**src/rtl/mips_pkg.sv**
```systemverilog
// rtl/mips_pkg.sv - shared MIPS-lite fetch-stage constants, types and helpers
package mips_pkg;

  localparam int XLEN = 32;
  localparam logic [XLEN-1:0] RESET_PC_DEF = 32'h0000_0000;
  localparam logic [XLEN-1:0] EXC_VEC_DEF  = 32'h0000_0080;
  localparam logic [XLEN-1:0] INST_BYTES   = 32'd4;

  // Next-PC source, listed from highest to lowest priority
  typedef enum logic [3:0] {
    NPC_RST,
    NPC_EXC,
    NPC_EPC,
    NPC_HOLD,
    NPC_PEND,
    NPC_JR,
    NPC_J,
    NPC_B,
    NPC_SEQ
  } npc_sel_e;

  // Word offset of a branch, sign-extended and scaled to bytes
  function automatic logic [XLEN-1:0] br_offset(input logic [15:0] imm);
    return {{(XLEN-18){imm[15]}}, imm, 2'b00};
  endfunction

endpackage

```
**src/rtl/pc_ctrl_if.sv**
```systemverilog
// rtl/pc_ctrl_if.sv - redirect request / fetch address bundle for pc_ctrl
interface pc_ctrl_if;
  import mips_pkg::*;

  logic            stall;
  logic            branch;
  logic            jmp;
  logic            jr;
  logic [15:0]     imm16;
  logic [25:0]     imm26;
  logic [XLEN-1:0] rs_val;
  logic            exc;
  logic            eret;
  logic [XLEN-1:0] epc;
  logic [XLEN-1:0] pc;
  logic [XLEN-1:0] npc;
  logic [XLEN-1:0] link_addr;
  logic            in_slot;
  logic            addr_err;

  modport master (
    output stall, branch, jmp, jr, imm16, imm26, rs_val, exc, eret, epc,
    input  pc, npc, link_addr, in_slot, addr_err
  );

  modport slave (
    input  stall, branch, jmp, jr, imm16, imm26, rs_val, exc, eret, epc,
    output pc, npc, link_addr, in_slot, addr_err
  );

endinterface

```
**src/rtl/pc_target_calc.sv**
```systemverilog
// rtl/pc_target_calc.sv - combinational sequential/branch/jump/link targets
module pc_target_calc
  import mips_pkg::*;
#(
  parameter bit DELAY_SLOT = 1'b0
) (
  input  logic [XLEN-1:0] pc,
  input  logic [15:0]     imm16,
  input  logic [25:0]     imm26,
  output logic [XLEN-1:0] pc4,
  output logic [XLEN-1:0] pc_b,
  output logic [XLEN-1:0] pc_j,
  output logic [XLEN-1:0] link_addr
);

  assign pc4  = pc + INST_BYTES;
  assign pc_b = pc4 + br_offset(imm16);
  // Jump region comes from the instruction after the jump, not the jump itself
  assign pc_j = {pc4[XLEN-1:28], imm26, 2'b00};
  // With a delay slot the return skips over the slot instruction
  assign link_addr = DELAY_SLOT ? (pc + (INST_BYTES << 1)) : pc4;

endmodule

```
**src/rtl/pc_ctrl.sv**
```systemverilog
// rtl/pc_ctrl.sv - fetch-stage PC register, next-PC priority mux and delay slot
module pc_ctrl
  import mips_pkg::*;
#(
  parameter logic [XLEN-1:0] RESET_PC   = RESET_PC_DEF,
  parameter logic [XLEN-1:0] EXC_VEC    = EXC_VEC_DEF,
  parameter bit              DELAY_SLOT = 1'b0
) (
  input logic        clk,
  input logic        rst,
  pc_ctrl_if.slave   bus
);

  localparam logic [0:0] IDLE = 1'b0;
  localparam logic [0:0] SLOT = 1'b1;

  logic [XLEN-1:0] pc_q;
  logic [XLEN-1:0] pend_tgt_q;
  logic [0:0]      state_q;
  logic            pend_vld;
  logic [XLEN-1:0] pc4, pc_b, pc_j, link_addr;
  logic [XLEN-1:0] xfer_tgt;
  logic [XLEN-1:0] npc;
  logic            taken;
  npc_sel_e        sel;

  pc_target_calc #(.DELAY_SLOT(DELAY_SLOT)) u_tgt (
    .pc        (pc_q),
    .imm16     (bus.imm16),
    .imm26     (bus.imm26),
    .pc4       (pc4),
    .pc_b      (pc_b),
    .pc_j      (pc_j),
    .link_addr (link_addr)
  );

  assign pend_vld = DELAY_SLOT && (state_q == SLOT);
  assign taken    = bus.jr || bus.jmp || bus.branch;
  assign xfer_tgt = bus.jr ? bus.rs_val : (bus.jmp ? pc_j : pc_b);

  // Pick the next-PC source; with a delay slot a fresh transfer is deferred
  always_comb begin
    sel = NPC_SEQ;
    if (rst)              sel = NPC_RST;
    else if (bus.exc)     sel = NPC_EXC;
    else if (bus.eret)    sel = NPC_EPC;
    else if (bus.stall)   sel = NPC_HOLD;
    else if (pend_vld)    sel = NPC_PEND;
    else if (DELAY_SLOT)  sel = NPC_SEQ;
    else if (bus.jr)      sel = NPC_JR;
    else if (bus.jmp)     sel = NPC_J;
    else if (bus.branch)  sel = NPC_B;
  end

  // Next-PC data mux driven by the selected source
  always_comb begin
    npc = pc4;
    case (sel)
      NPC_RST:  npc = RESET_PC;
      NPC_EXC:  npc = EXC_VEC;
      NPC_EPC:  npc = bus.epc;
      NPC_HOLD: npc = pc_q;
      NPC_PEND: npc = pend_tgt_q;
      NPC_JR:   npc = bus.rs_val;
      NPC_J:    npc = pc_j;
      NPC_B:    npc = pc_b;
      default:  npc = pc4;
    endcase
  end

  // PC register always takes the mux output; reset is one of the mux sources
  always_ff @(posedge clk) begin
    if (rst) pc_q <= RESET_PC;
    else     pc_q <= npc;
  end

  // Delay-slot FSM: capture a taken target in IDLE, release it after the slot
  always_ff @(posedge clk) begin
    if (rst) begin
      state_q    <= IDLE;
      pend_tgt_q <= '0;
    end else if (bus.exc || bus.eret) begin
      state_q <= IDLE;
    end else if (!bus.stall) begin
      if (state_q == SLOT) begin
        state_q <= IDLE;
      end else if (DELAY_SLOT && taken) begin
        state_q    <= SLOT;
        pend_tgt_q <= xfer_tgt;
      end
    end
  end

  assign bus.pc        = pc_q;
  assign bus.npc       = npc;
  assign bus.link_addr = link_addr;
  assign bus.in_slot   = pend_vld;
  assign bus.addr_err  = |npc[1:0];

endmodule

```
**src/flat_wrapper.sv**
```systemverilog
// flat-port wrapper written by rule: the top's interface ports become plain ports
module pc_ctrl_flat import mips_pkg::*;
#(
  parameter logic [XLEN-1:0] RESET_PC   = RESET_PC_DEF,
  parameter logic [XLEN-1:0] EXC_VEC    = EXC_VEC_DEF,
  parameter bit              DELAY_SLOT = 1'b0
)
  (clk, rst, bus_stall, bus_branch, bus_jmp, bus_jr, bus_imm16, bus_imm26, bus_rs_val, bus_exc, bus_eret, bus_epc, bus_pc, bus_npc, bus_link_addr, bus_in_slot, bus_addr_err);
  pc_ctrl_if bus_i ();
  input logic clk;
  input logic rst;
  input wire logic [$bits(bus_i.stall)-1:0] bus_stall;
  input wire logic [$bits(bus_i.branch)-1:0] bus_branch;
  input wire logic [$bits(bus_i.jmp)-1:0] bus_jmp;
  input wire logic [$bits(bus_i.jr)-1:0] bus_jr;
  input wire logic [$bits(bus_i.imm16)-1:0] bus_imm16;
  input wire logic [$bits(bus_i.imm26)-1:0] bus_imm26;
  input wire logic [$bits(bus_i.rs_val)-1:0] bus_rs_val;
  input wire logic [$bits(bus_i.exc)-1:0] bus_exc;
  input wire logic [$bits(bus_i.eret)-1:0] bus_eret;
  input wire logic [$bits(bus_i.epc)-1:0] bus_epc;
  output wire logic [$bits(bus_i.pc)-1:0] bus_pc;
  output wire logic [$bits(bus_i.npc)-1:0] bus_npc;
  output wire logic [$bits(bus_i.link_addr)-1:0] bus_link_addr;
  output wire logic [$bits(bus_i.in_slot)-1:0] bus_in_slot;
  output wire logic [$bits(bus_i.addr_err)-1:0] bus_addr_err;
  assign bus_i.stall = bus_stall;
  assign bus_i.branch = bus_branch;
  assign bus_i.jmp = bus_jmp;
  assign bus_i.jr = bus_jr;
  assign bus_i.imm16 = bus_imm16;
  assign bus_i.imm26 = bus_imm26;
  assign bus_i.rs_val = bus_rs_val;
  assign bus_i.exc = bus_exc;
  assign bus_i.eret = bus_eret;
  assign bus_i.epc = bus_epc;
  assign bus_pc = bus_i.pc;
  assign bus_npc = bus_i.npc;
  assign bus_link_addr = bus_i.link_addr;
  assign bus_in_slot = bus_i.in_slot;
  assign bus_addr_err = bus_i.addr_err;
  pc_ctrl #(.RESET_PC(RESET_PC), .EXC_VEC(EXC_VEC), .DELAY_SLOT(DELAY_SLOT)) u_core (.clk(clk), .rst(rst), .bus(bus_i));
endmodule
```
**config.mk**
```make
export PLATFORM = sky130hd
export DESIGN_NAME = pc_ctrl_flat
export DESIGN_NICKNAME = d
export VERILOG_FILES = /design/src/rtl/mips_pkg.sv /design/src/rtl/pc_ctrl_if.sv /design/src/rtl/pc_target_calc.sv /design/src/rtl/pc_ctrl.sv /design/src/flat_wrapper.sv
export SDC_FILE = /design/constraint.sdc
export NUM_CORES = 1
export LEC_CHECK = 0
export ABC_AREA = 1
export CORE_UTILIZATION = 41
export DETAILED_ROUTE_END_ITERATION = 8
export PLACE_DENSITY = 0.75
export SKIP_CTS_REPAIR_TIMING = 1
export SLEW_MARGIN = 5
export SYNTH_ARGS = -nofsm -noshare
export SYNTH_HDL_FRONTEND = slang
export SYNTH_SLANG_ARGS = --single-unit
```
**constraint.sdc**
```tcl
create_clock -name clk -period 4.48 [get_ports clk]
set_input_delay 0.672 -clock clk [delete_from_list [all_inputs] [get_ports clk]]
set_output_delay 0.672 -clock clk [all_outputs]
set_load 0.005 [all_outputs]
```
==> results of run 1 <==
-- final cells by class --
cell class,instances,area (um2)
timing repair buffer,246,2370
tap,176,220
fill,1329,4770
sequential,32,654
clock buffer,8,146
inverter,162,611
multi-input combinational,841,4470
-- cell usage after synthesis (5+ instances only) --
cell      instances  share of area (%)
nand2_1         356                 24
inv_1           157                 11
nand3_1         132                 12
nor2_1          127                8.5
a21oi_1          50                4.5
ha_1             35                7.8
dfxtp_1          32                 11
nand4_1          25                2.8
o21ai_0          16                1.4
nor3_1           14                1.3
xor2_1           14                2.2
xnor2_1          10                1.6
buf_2             8               0.72
buf_4             7               0.94
nand2_2           6               0.67
nand3b_1          5               0.67
nor2_2            5               0.56
nor2_4            5                1.0
o21bai_1          5               0.67
-- power breakdown --
part | switching [mW] | internal [mW] | total, mW | leakage (nW)
logic | 0.283 | 0.270 | 0.554 | 3.75
registers | 0.0232 | 0.299 | 0.323 | 0.265
clock network | 0.126 | 0.222 | 0.348 | 0.0712
total | 0.432 | 0.791 | 1.22 | 4.09
-- worst max path at each step --
stage                          start          end  slack (ps)  cells after the start
global placement        bus_imm16[0]  bus_npc[30]         170                     16
global route        u_core.bus.pc[2]  bus_npc[30]         -40                     17
finish              u_core.bus.pc[2]  bus_npc[17]         170                     19
detailed placement      bus_imm16[0]  bus_npc[30]         140                     16
CTS                 u_core.bus.pc[2]  bus_npc[25]         -80                     20
floorplan           u_core.bus.pc[2]  bus_npc[27]        1260                     19
-- worst max-delay path: cells and delay by family, from the launching register on --
family / cells / cell delay, ps
and+or+nand+nor: 12 / 1490
DFF: 1 / 370
adders and majority gates: 2 / 550
buffers and inverters: 4 / 740
xor gates and xnor gates: 1 / 190
-- per-stage QoR --
step                cell area (um2)  power [mW]
floorplan                      5580       0.564
global placement               8030       0.846
detailed placement             8030       0.845
CTS                            8180        1.19
global route                   8470        1.29
finish                         8470        1.22
-- per-layer routing --
metal	part of all wire [%]	vias to the layer above	global-route usage [%]	routed length (um)
met1	41	3461	43.4	10100
met5	0	-	0	0
met4	4.5	0	15.0	1090
li1	-	3833	-	-
met3	9.0	62	7.09	2210
met2	45	370	54.6	11100
-- logic make-up (layout without fill, tap and decap cells) --
group	after synthesis	in the layout	synth area share [%]
AOI/OAI and AO/OA	88	88	9.03
adders and majority gates	36	36	8.20
DFF	32	32	11.5
other	1	1	0.0672
buffers and inverters	182	416	13.4
and+or+nand+nor	691	691	53.8
xor gates and xnor gates	25	25	4.06
-- cells in the final DEF, fill, tap and decap left out, types with 12 or more instances in the layout --
cell type,Yosys,layout
buf_4,7,36
ha_1,35,28
clkdlybuf4s50_1,0,210
o21ai_0,16,16
xor2_1,14,12
nand2_2,6,12
nand3_1,132,124
nor2_2,5,17
inv_1,157,156
nand4_1,25,25
dfxtp_1,32,21
nor2_1,127,112
a21oi_1,50,42
nand2_1,356,349
a21oi_2,4,12
==> flow_summary.ini, run 1 <==
[outcome]
status = finished clean

[setup_path]
cp-end-kind = output pin
path_cells = ha_1 -> nand2_1 -> inv_2 -> nand3_4 -> nor2_4 -> nand2_2 -> xor2_1 -> ha_1 -> nand2_1 -> nor2_1 -> nand2_1 -> inv_1 -> nand2_1 -> nand4_1 -> nand3_1 -> nand3_1 -> nand2_1 -> inv_1 -> clkdlybuf4s50_1
worstPathArrival_ps = 3640
r2r_cells = 19
critPathLaunchType = flop
regToRegSetupSlack_ps = 1510
r2r-end = u_core.bus.pc[17]
timing.rr.start = u_core.bus.pc[2]
critPathRequiredTime_ps = 3810
crit_slowest_cell = clkdlybuf4s50_1
cp_common_cell = nand2_1
path_max_fanout = 5
critical_path_class = flop to output pin
slowest_delay_ps = 510

[timing]
fin_skew_ps = 4.33
layout_setup_ws_ps = 169
setup_violations = 0
clock.fmax_mhz = 232
relSlewSlack_pct = 63.5
setup-tns-final_ps = 0
rsz0062_at_grt = true
min_period_over_period_pct = 96.2
worst_pin_slew_ps = 545
slew_viol_final = 0
whs_ps = 530
hold_viol = 0
period_needed_ps = 4310

[yosys]
synth.avg_cell_area_um2 = 5.29
async_flop_share_pct = 0
netlist-cell-type-count = 48
synth_cells = 1055
yosys_most_used_dff = dfxtp_1
netlist_area_mm2 = 0.00558
yosys_register_bits = 32
synth-edff-count = 0
synth_nets = 1205
yosysWarnings = 0
ys_seq_area_share_pct = 11.5

[die]
rows = 42
dieWidth_um = 119
ios = 212
die_height_um = 119
initial_utilization_pct = 42.2
core_area_mm2 = 0.0132
dieArea_mm2 = 0.0141

[global_routing]
grt_first_pass_wirelength_um = 37200
grt_max_degree = 21
gr-usage-all-layers_pct = 33.9
first_global_vias = 7081
grt-ovfl-total = 0
antenna_found_initial = 1

[place]
dp_hpwl_um = 20500
dp_cells = 1456
gp_congestion = 1.01
place_ws_ps = 140
port-buffer-count = 210

[cts]
insertion_delay_ps = 280
cts-htree-levels = 2
cts-buffers-inserted = 5
cts-root-buf = clkbuf_16
clk_pin_slew_worst_paths_ps = 50
cts_tree = done
clock_path_buffers = 2
cts.sinks = 32

[final_layout]
layout.nets = 1438
largest_register_ffs = 32
diodes = 0
utilization_pct = 64.0
drive_above_1_share_pct = 11.2
syn_to_final_growth_pct = 51.8
fin_cells = 1465

[route]
route.detailed.drc = 0
drtPass1Iterations = 6
viasPerCell = 5.27
ant_nets = 0
wire_per_inst_um = 16.7
drt_iter0_drc = 640
routed_wl_um = 24500
via_count = 7726

[job]
drv_cap = 0

[min_path]
hold_path_class = flop to flop
min_from = u_core.bus.pc[1]
holdPathEnd = u_core.bus.pc[1]
whs_path_depth = 2

[pwr]
p_leak_nw = 4.09
vdd_drop_max_uv = 198
p_per_area_mw_per_mm2 = 144
No activity file was read; power rests on OpenSTA's default activity.
==> inputs of run 2 (changes only) <==
GPL_ROUTABILITY_DRIVEN = 0   (was default)
==> flow_summary.ini, run 2 (synthesized netlist as in run 1, its figures left out) <==
[outcome]
status = finished clean

[cts]
cts_tree = done
clk_pin_slew_worst_paths_ps = 60
insertion_delay_ps = 290
cts-htree-levels = 2
cts-buffers-inserted = 5
cts.sinks = 32
cts-root-buf = clkbuf_16
clock_path_buffers = 2

[place]
dp_hpwl_um = 20400
port-buffer-count = 210
dp_cells = 1454

[setup_path]
cp-end-kind = output pin
critical_path_class = flop to output pin
path_max_fanout = 5
crit_slowest_cell = clkdlybuf4s50_1
cp_num_buf_inv = 3
worstPathArrival_ps = 3680
critPathRequiredTime_ps = 3810
cp_common_cell = nand2_1
critPathLaunchType = flop
cp_top_family = simple AND/OR/NAND/NOR gates
slowest_delay_ps = 520
path_cells = ha_1 -> nand2_1 -> inv_1 -> nand3_2 -> xor2_1 -> ha_1 -> nand2_1 -> nand2_1 -> nand2_1 -> nand2_1 -> inv_1 -> nand3_1 -> nand2_1 -> nand2_1 -> nand2_1 -> nand3_2 -> a21oi_2 -> clkdlybuf4s50_1

[pwr]
p_per_area_mw_per_mm2 = 153
p_total_mw = 1.32
swShare_pct = 34.2
power.share.sequential_pct = 24.5
power.switching_mw = 0.451
vdd_drop_max_uv = 129
p_clk_share_pct = 32.7
p_leak_nw = 4.19
p_int_mw = 0.866
p_comb_share_pct = 42.9

[global_routing]
antenna_found_initial = 0
grt_max_degree = 22
gr-usage-all-layers_pct = 34.0
first_global_vias = 7154
grt_first_pass_wirelength_um = 37300
grt-ovfl-total = 0

[final_layout]
diodes = 0
largest_register_ffs = 32
seq_area_um2 = 659
n_fill_cell = 1299
layout_common_cells = nand2_1, clkdlybuf4s50_1, inv_1
fin_cells = 1471
syn_to_final_growth_pct = 54.2
drive_above_1_share_pct = 12.5
final_common_cell = nand2_1
layout.nets = 1444
multiInputGateArea_mm2 = 0.00451

[timing]
worst_pin_slew_ps = 552
clock.fmax_mhz = 230
rsz0062_at_grt = true
period_needed_ps = 4350
hold_viol = 0
setup_violations = 0
slew_viol_final = 0
relSlewSlack_pct = 63.1
fin_skew_ps = 14.3
min_period_over_period_pct = 97.1

[min_path]
hold_path_class = flop to flop

[route]
route.detailed.drc = 0
ant_nets = 0
routed_wl_um = 24900
drt_iter0_drc = 706
viasPerCell = 5.44
drtPass1Iterations = 7
via_count = 8007
wire_per_inst_um = 16.9

[die]
initial_utilization_pct = 42.2
rows = 42
dieWidth_um = 119
ios = 212
core_area_mm2 = 0.0132
die_height_um = 119
dieArea_mm2 = 0.0141

[job]
drv_cap = 0
## run 2: changes by cell type in the layout (fill, tap and decap cells not counted), sizes merged
cell,previous run,this run
buf,36,42
bufinv,0,1
clkbuf,8,7
clkdlybuf4s50,210,207
dlymetal6s2s,0,3
## run 2: power groups by stage
stage	logic (mW)	registers (mW)	clock network [mW]
floorplan	0.243	0.321	0
global placement	0.519	0.325	0
detailed placement	0.520	0.325	0
CTS	0.524	0.319	0.429
global route	0.609	0.323	0.446
finish	0.564	0.322	0.430
## run 2: final timing paths
path         depth (start not counted)                end  slack, ps             start
max                                 18        bus_npc[19]        130  u_core.bus.pc[2]
min                                  2   u_core.bus.pc[1]        530  u_core.bus.pc[1]
max reg2reg                         20  u_core.bus.pc[30]       1500  u_core.bus.pc[3]
min reg2reg                          2   u_core.bus.pc[1]        530  u_core.bus.pc[1]
## run 2: per-stage QoR
step | worst slack (ps) | setup TNS, ps | util (%) | cell area (um2) | hold WS [ps]
6_report | 129 | 0 | 65.0 | 8610 | 529
5_1_grt | -97.1 | -233 | 65.0 | 8610 | 544
4_1_cts | -201 | -828 | 61.9 | 8200 | 529
3_5_place_dp | 5.26 | 0 | 60.5 | 8020 | 512
3_3_place_gp | 37.5 | 0 | 60.5 | 8020 | 510
2_1_floorplan | 1260 | 0 | - | 5580 | 509
## run 2: worst min-delay path: stages (launching register included)
cell and delay (ps):
dfxtp_1 320, nand2_1 80, nand3_1 70
## run 2: layout make-up
class	count	share of cell area, %
clock buffers	7	1.77
clock inverters	1	0.349
inverters	162	7.09
multi-input cells	841	52.4
flip-flops and latches	32	7.66
well taps	176	2.56
repair buffers	252	28.2
## run 2: routing by layer
layer | GRT usage [%] | up-vias | part of all wire (%)
met5 | 0 | - | 0
met4 | 16.5 | 0 | 4.7
met3 | 7.87 | 74 | 9.3
met2 | 54.5 | 460 | 46
met1 | 42.6 | 3633 | 40
li1 | - | 3840 | -
==> inputs of run 3 (changes only) <==
CTS_CLUSTER_SIZE = 40   (was default)
==> results of run 3 <==
The final DEF is identical to that of run 2; final timing and power are the same.
